**src/rtl/pass_request_pkg.sv**
```systemverilog
// rtl/pass_request_pkg.sv - shared state enum, default parameters and counter sizing for pass_request
package pass_request_pkg;

    localparam int DEF_SYNC_STAGES     = 2;
    localparam int DEF_DEBOUNCE_CYCLES = 16;
    localparam int DEF_HOLDOFF_CYCLES  = 2048;

    typedef enum logic [2:0] {
        ST_IDLE,
        ST_DEBOUNCE,
        ST_FIRE,
        ST_HOLDOFF,
        ST_WAIT_RELEASE
    } state_t;

    // Counter width that can hold the larger of the two terminal counts without wrapping
    function automatic int cnt_width(input int a, input int b);
        int m;
        m = (a > b) ? a : b;
        return $clog2(m + 1);
    endfunction

endpackage

```
**src/rtl/sync_ff.sv**
```systemverilog
// rtl/sync_ff.sv - multi-flop synchronizer for an asynchronous single-bit input
module sync_ff #(
    parameter int STAGES = 2
) (
    input  logic clk,
    input  logic rst,
    input  logic d,
    output logic q
);

    logic [STAGES-1:0] ff;

    // Shift the raw input through the chain; only the last stage is used downstream
    always_ff @(posedge clk or posedge rst) begin
        if (rst) begin
            ff <= '0;
        end else begin
            ff <= {ff[STAGES-2:0], d};
        end
    end

    assign q = ff[STAGES-1];

endmodule

```
**src/rtl/pass_request.sv**
```systemverilog
// rtl/pass_request.sv - debounced pedestrian button to one-cycle pass pulse with holdoff
module pass_request
    import pass_request_pkg::*;
#(
    parameter int SYNC_STAGES     = DEF_SYNC_STAGES,
    parameter int DEBOUNCE_CYCLES = DEF_DEBOUNCE_CYCLES,
    parameter int HOLDOFF_CYCLES  = DEF_HOLDOFF_CYCLES
) (
    input  logic       clk,
    input  logic       rst,
    input  logic       btn,
    input  logic       enable,
    output logic       pass,
    output logic       busy,
    output logic [7:0] req_cnt
);

    localparam int CW = cnt_width(DEBOUNCE_CYCLES, HOLDOFF_CYCLES);
    localparam logic [CW-1:0] DEB_LAST  = CW'(DEBOUNCE_CYCLES);
    localparam logic [CW-1:0] HOLD_LAST = CW'(HOLDOFF_CYCLES);
    localparam logic [CW-1:0] CNT_ONE   = CW'(1);

    logic          btn_s;
    state_t        state;
    state_t        state_nx;
    logic [CW-1:0] cnt;
    logic [CW-1:0] cnt_nx;
    logic [7:0]    req_cnt_nx;

    sync_ff #(
        .STAGES (SYNC_STAGES)
    ) u_sync (
        .clk (clk),
        .rst (rst),
        .d   (btn),
        .q   (btn_s)
    );

    // Next-state, counter and pass-counter decisions for the press sequence
    always_comb begin
        state_nx   = state;
        cnt_nx     = cnt;
        req_cnt_nx = req_cnt;
        case (state)
            ST_IDLE: begin
                if (btn_s && enable) begin
                    state_nx = ST_DEBOUNCE;
                    cnt_nx   = CNT_ONE;
                end else begin
                    cnt_nx = '0;
                end
            end
            ST_DEBOUNCE: begin
                if (!btn_s || !enable) begin
                    state_nx = ST_IDLE;
                    cnt_nx   = '0;
                end else if (cnt == DEB_LAST) begin
                    state_nx = ST_FIRE;
                    cnt_nx   = '0;
                end else begin
                    cnt_nx = cnt + CNT_ONE;
                end
            end
            ST_FIRE: begin
                state_nx = ST_HOLDOFF;
                cnt_nx   = CNT_ONE;
                if (req_cnt != 8'hFF) begin
                    req_cnt_nx = req_cnt + 8'd1;
                end
            end
            ST_HOLDOFF: begin
                if (cnt == HOLD_LAST) begin
                    state_nx = ST_WAIT_RELEASE;
                    cnt_nx   = '0;
                end else begin
                    cnt_nx = cnt + CNT_ONE;
                end
            end
            ST_WAIT_RELEASE: begin
                cnt_nx = '0;
                if (!btn_s) begin
                    state_nx = ST_IDLE;
                end
            end
            default: begin
                state_nx = ST_IDLE;
                cnt_nx   = '0;
            end
        endcase
    end

    // State register; pass and busy are registered decodes of the next state so they never glitch
    always_ff @(posedge clk or posedge rst) begin
        if (rst) begin
            state   <= ST_IDLE;
            cnt     <= '0;
            req_cnt <= 8'd0;
            pass    <= 1'b0;
            busy    <= 1'b0;
        end else begin
            state   <= state_nx;
            cnt     <= cnt_nx;
            req_cnt <= req_cnt_nx;
            pass    <= (state_nx == ST_FIRE);
            busy    <= (state_nx != ST_IDLE);
        end
    end

endmodule

```
**config.mk**
```make
export PLATFORM = sky130hd
export DESIGN_NAME = pass_request
export DESIGN_NICKNAME = d
export VERILOG_FILES = /design/src/rtl/pass_request_pkg.sv /design/src/rtl/sync_ff.sv /design/src/rtl/pass_request.sv
export SDC_FILE = /design/constraint.sdc
export NUM_CORES = 1
export LEC_CHECK = 0
export CORE_MARGIN = 2
export CORE_UTILIZATION = 40
export CTS_CLUSTER_DIAMETER = 30
export DETAILED_ROUTE_END_ITERATION = 6
export GPL_TIMING_DRIVEN = 0
export PLACE_DENSITY = 0.72
export REMOVE_ABC_BUFFERS = 1
export SYNTH_ARGS = -nofsm -noshare
export SYNTH_HDL_FRONTEND = slang
export SYNTH_HIERARCHICAL = 1
export SYNTH_SLANG_ARGS = --single-unit
```
**constraint.sdc**
```tcl
create_clock -name clk -period 2.45 [get_ports clk]
set_input_delay 0.49 -clock clk [delete_from_list [all_inputs] [get_ports clk]]
set_output_delay 0.49 -clock clk [all_outputs]
set_load 0.02 [all_outputs]
```
* After elaboration in Yosys (flattened, before gate mapping)
Index checks and enable logic that the tools add are counted.
** Storage, ports and cells
- Memories :: 0
- Bits in registers :: 27
- Word-level logic and storage cells :: 34
- Memory bits (writable) :: 0
- Memory bits (read-only) :: 0
- Output and inout port bits :: 10
- Bits in latches :: 0
- Bits of input ports :: 4
** Operators by class
- Add/sub/neg operators :: 2
- Divide/modulo/power cells :: 0
- Shift-type cells :: 0
- Equality and inequality tests :: 8
- Magnitude comparators :: 0
- Mux-type cells :: 11
- Reduce and logical (&&, ||, !) cells :: 7
- Bitwise logic cells :: 0
- Multipliers :: 0
** Operators with widths (count)
- 12-bit case mux with 4 select lines :: 1
- 12-bit 2-to-1 mux :: 3
- 3-bit 2-to-1 mux :: 5
- 3-bit case mux with 5 select lines :: 1
- 12-bit by 1-bit adder with 12-bit output, second input constant :: 1
- 12-bit equality test, second input constant :: 1
- 12-bit by 5-bit equality test with 1-bit output, second input constant :: 1
- 3-bit by 2-bit equality test with 1-bit output, second input constant :: 3
- 8-bit by 1-bit adder with 8-bit output, second input constant :: 1
- 8-bit != test, second input constant :: 1
- 3-bit by 1-bit equality test with 1-bit output, second input constant :: 1
- 3-bit equality test, second input constant :: 1
- 3-bit logical NOT :: 1
- 3-bit nonzero test :: 1
- 1-bit logical NOT :: 2
- 2-bit AND reduction :: 1
- 1-bit logical AND :: 1
- 1-bit logical OR :: 1
- 1-bit 2-to-1 mux :: 1

* Longest topological paths before layout
- Depth after elaboration :: 5
- Depth in mapped cells :: 6
- Gate-level depth less buffers :: 5

* Modules after synthesis
Netlist, hierarchy kept.
** By module, submodules not included
- pass_request :: cells each 120, seq. area each 625.6 um^2, area an instance 1252.5 um^2, times used 1
- sync_ff :: cells each 3, seq. area each 50.0 um^2, area an instance 53.8 um^2, times used 1

* Worst setup path before layout
Ideal clock, no wire load.
- Path type :: input-to-reg
- Start :: input port enable
- End :: register cnt[11]
- Arrival time :: 1479 ps
- Required time :: 2379 ps
- Slack :: 900 ps
- Stages :: 5
- Path buffers :: 1
- Library setup time :: 71 ps
- Cell sequence :: nand3b_4 or3_1 a311o_1 buf_6 nor2_1
** On the way
- Cells in the longest elaborated chain, start to end :: 4
** RTL lines
- start: declaration :: RTL line pass_request.sv:12 : input logic enable,
- 1-bit logical NOT :: RTL line pass_request.sv:54 : if (!btn_s || !enable) begin
- 1-bit logical OR :: RTL line pass_request.sv:54
- 12-bit 2-to-1 mux :: RTL line pass_request.sv:54
- 12-bit case mux with 4 select lines :: RTL line pass_request.sv:44 : case (state)
- named net cnt_nx[11] :: RTL line pass_request.sv:27 : logic [CW-1:0] cnt_nx;
- end signal: assignment :: RTL line pass_request.sv:102 : cnt <= cnt_nx;
- end: declaration :: RTL line pass_request.sv:26 : logic [CW-1:0] cnt;
The timed path passes the listed nets, and every way through them passes these cells.
A chain may end at the register's enable or synchronous reset.

* Final worst setup path
- Start :: register req_cnt[2]
- End :: output port req_cnt[2]
** RTL lines
- start: declaration :: RTL line pass_request.sv:15 : output logic [7:0] req_cnt
- start signal: assignment :: RTL line pass_request.sv:103 : req_cnt <= req_cnt_nx;
No word-level cell between the ends.

==> impl_metrics.json <==
{
  "grt.overflow.total": 0,
  "ys.flop_type": "dfrtp_1",
  "syn_area_per_cell_um2": 10.6,
  "ys_ff_latch": 27,
  "peakVddDrop_uv": 245,
  "path_class": "reg -> out",
  "cp_data_required_time_ns": 1.96,
  "synth.distinct_cells": 33,
  "antenna_found_initial": 0,
  "leakage_uw": 0.000648,
  "syn_to_final_growth_pct": 15.2,
  "drtAntennaViolNets": 0,
  "final_max_slew_viol_count": 0,
  "vias": 961,
  "path_buf_inv": 1,
  "synth_top_family_by_area": "simple AND/OR/NAND/NOR gates",
  "synth_area_um2": 1310,
  "drc_errors": 0,
  "grt_pass1_vias": 905,
  "synth_xor_area_share_pct": 10.1,
  "max-cap-violations": 0,
  "clk-insertion-delay-late_ns": 0.33,
  "cts_resized": 0,
  "crit_path_top_delay_cell": "clkdlybuf4s50_1",
  "dp_hpwl_um": 1630,
  "synth_top_area_cell": "dfrtp_1",
  "regArea_um2": 676,
  "dp_cells": 178,
  "grt_max_degree": 26,
  "synth_edf_count": 0,
  "grt_pass1_wl_um": 3870,
  "max_freq_mhz": 518,
  "cts_sinks": 27,
  "track_usage_pct": 14.0,
  "worstPathMaxFanout": 6,
  "maxSlewHeadroom_pct": 37.8,
  "setup_viol": 0,
  "die-area_um2": 3740,
  "worstSetupEndpointType": "output port",
  "cts.reportedPaths.clkPinSlew_ns": 0.15,
  "syn_inst": 123,
  "die-height_um": 61.1,
  "num_io_pins": 14,
  "slowest_delay_ns": 0.64,
  "yosysWarnings": 6,
  "wl_per_cell_um": 12.4,
  "finClkSkew_ns": 0.0152,
  "rows": 20,
  "clk_path_buf_depth": 2,
  "drt_iter0_markers": 57,
  "htreeDepth": 1,
  "yosysMostFrequentCell": "dfrtp_1",
  "ys_top_cells_by_area": "dfrtp_1 52%, xnor2_1 6.7%, nor2_1 4.6%",
  "fill_cells": 286,
  "diodes": 0,
  "io_buffers": 13,
  "synth-async-reset-ratio_pct": 100,
  "place_congestion": 0.803,
  "total_power_uw": 685,
  "hold_class": "in -> async",
  "critPathTopFamily": "buffers and inverters",
  "period_minus_slack_ns": 1.93,
  "multi_input_area_um2": 592,
  "crit_path_cell_trace": "clkdlybuf4s50_1",
  "yosysSeqAreaShare_pct": 51.7,
  "start_util_pct": 42.4,
  "hold_ws_ns": 0.305,
  "r2r_slack_ns": 0.60,
  "drive_gt1_share_pct": 6.52,
  "r2r_cells": 4,
  "dr.pass1.iters": 4,
  "synth_top_area_share_pct": 51.7,
  "fin_setup_tns_ns": 0,
  "cts_setup_buffers": 0,
  "tightest_slew_ns": 0.932,
  "cts_buffers": 3,
  "synthSimpleGateAreaFrac_pct": 25.2,
  "synth_compound_area_share_pct": 5.46,
  "core_um2": 3080,
  "die_x_um": 61.1,
  "routed_via_density": 5.28,
  "synthMuxAreaShare_pct": 1.72,
  "startpoint": "req_cnt[2]$_DFFE_PP0P_",
  "rsz0062_at_grt": "false",
  "fin_nets": 146,
  "status": "finished, final reports clean",
  "crit_cells": 1,
  "power_density_nw_per_um2": 455,
  "r2r_start": "cnt[5]$_DFF_PP0_",
  "cts_tree": "yes",
  "synthAdderAreaFrac_pct": 2.87,
  "final_hold_viol_count": 0,
  "cts_hold_buffers": 0,
  "worstPathArrival_ns": 1.44,
  "finalNonFillerCells": 182,
  "post-route-period-util_pct": 78.8,
  "synthTopCellsByCount": "27 x dfrtp_1, 16 x nor2_1, 10 x xnor2_1",
  "root_buffer": "clkbuf_4",
  "routed_wl_um": 2250,
  "cp-start-kind": "register"
}
registers in the layout (all words and copies together), names as in the netlist:
register	count
busy	1
cnt	12
pass	1
req_cnt	8
state	3
u_sync/ff	2
per-stage QoR:
step                      area, um2  setup WS, ns  util [%]
final                          1510         0.518      48.9
after CTS                      1510         0.509      48.9
after floorplan                1290         0.871         -
after global routing           1510         0.452      48.9
after detailed placement       1480         0.167      47.9
after global placement         1480         0.206      47.9
final timing paths:
| check | endpoint |
|---|---|
| worst max register to register | busy$_DFF_PP0_ |
| worst min register to register | u_sync/ff[1]$_DFF_PP0_ |
| worst min-delay path | u_sync/ff[0]$_DFF_PP0_ |
| max in group asynchronous | cnt[10]$_DFF_PP0_ |
| min in group clk | u_sync/ff[1]$_DFF_PP0_ |
| worst max-delay path | req_cnt[2] |
layer usage:
layer	up-vias	wire length, um	GRT usage [%]
li1	462	-	-
met2	24	1090	22.8
met3	7	61	1.89
met5	-	0	0
met1	468	1040	18.0
met4	0	57	7.76
layout by cell type (no fill, tap or decap), types with 2 or more instances in the layout:
master | netlist | routed
nor2b_1 | 2 | 2
a21oi_1 | 2 | 2
or3_1 | 2 | 2
nand2_1 | 8 | 8
clkdlybuf4s50_1 | 0 | 13
nand3_1 | 8 | 8
nor3_1 | 3 | 3
nor4_1 | 2 | 2
clkbuf_4 | 0 | 3
a31oi_1 | 3 | 3
nand4_1 | 4 | 4
inv_1 | 6 | 6
mux2_2 | 2 | 2
xor2_1 | 5 | 5
and3_1 | 2 | 2
and4_1 | 3 | 3
dfrtp_1 | 27 | 27
xnor2_1 | 10 | 10
nor2_1 | 16 | 16
ha_1 | 3 | 3
logic make-up after synthesis:
group	after synthesis
AND/OR/NAND/NOR	58
flip-flops	27
XOR/XNOR	15
AO/OA/AOI/OAI	10
buffers and inverters	8
adder cells (fa/ha/maj)	3
multiplexers	2
power by group:
part | switching (uW) | internal [uW]
logic | 21.2 | 12.9
clock network | 131 | 62.4
registers | 5.84 | 452
final cells by class:
type / instances / share of cell area (%)
repair buffers: 13 / 8.65
multi-input cells: 88 / 39.3
well taps: 44 / 3.66
clock buffers: 3 / 1.50
flip-flops and latches: 27 / 44.9
clock inverters: 1 / 0.499
inverters: 6 / 1.50
Note: power is estimated with default switching activity, not from simulation.
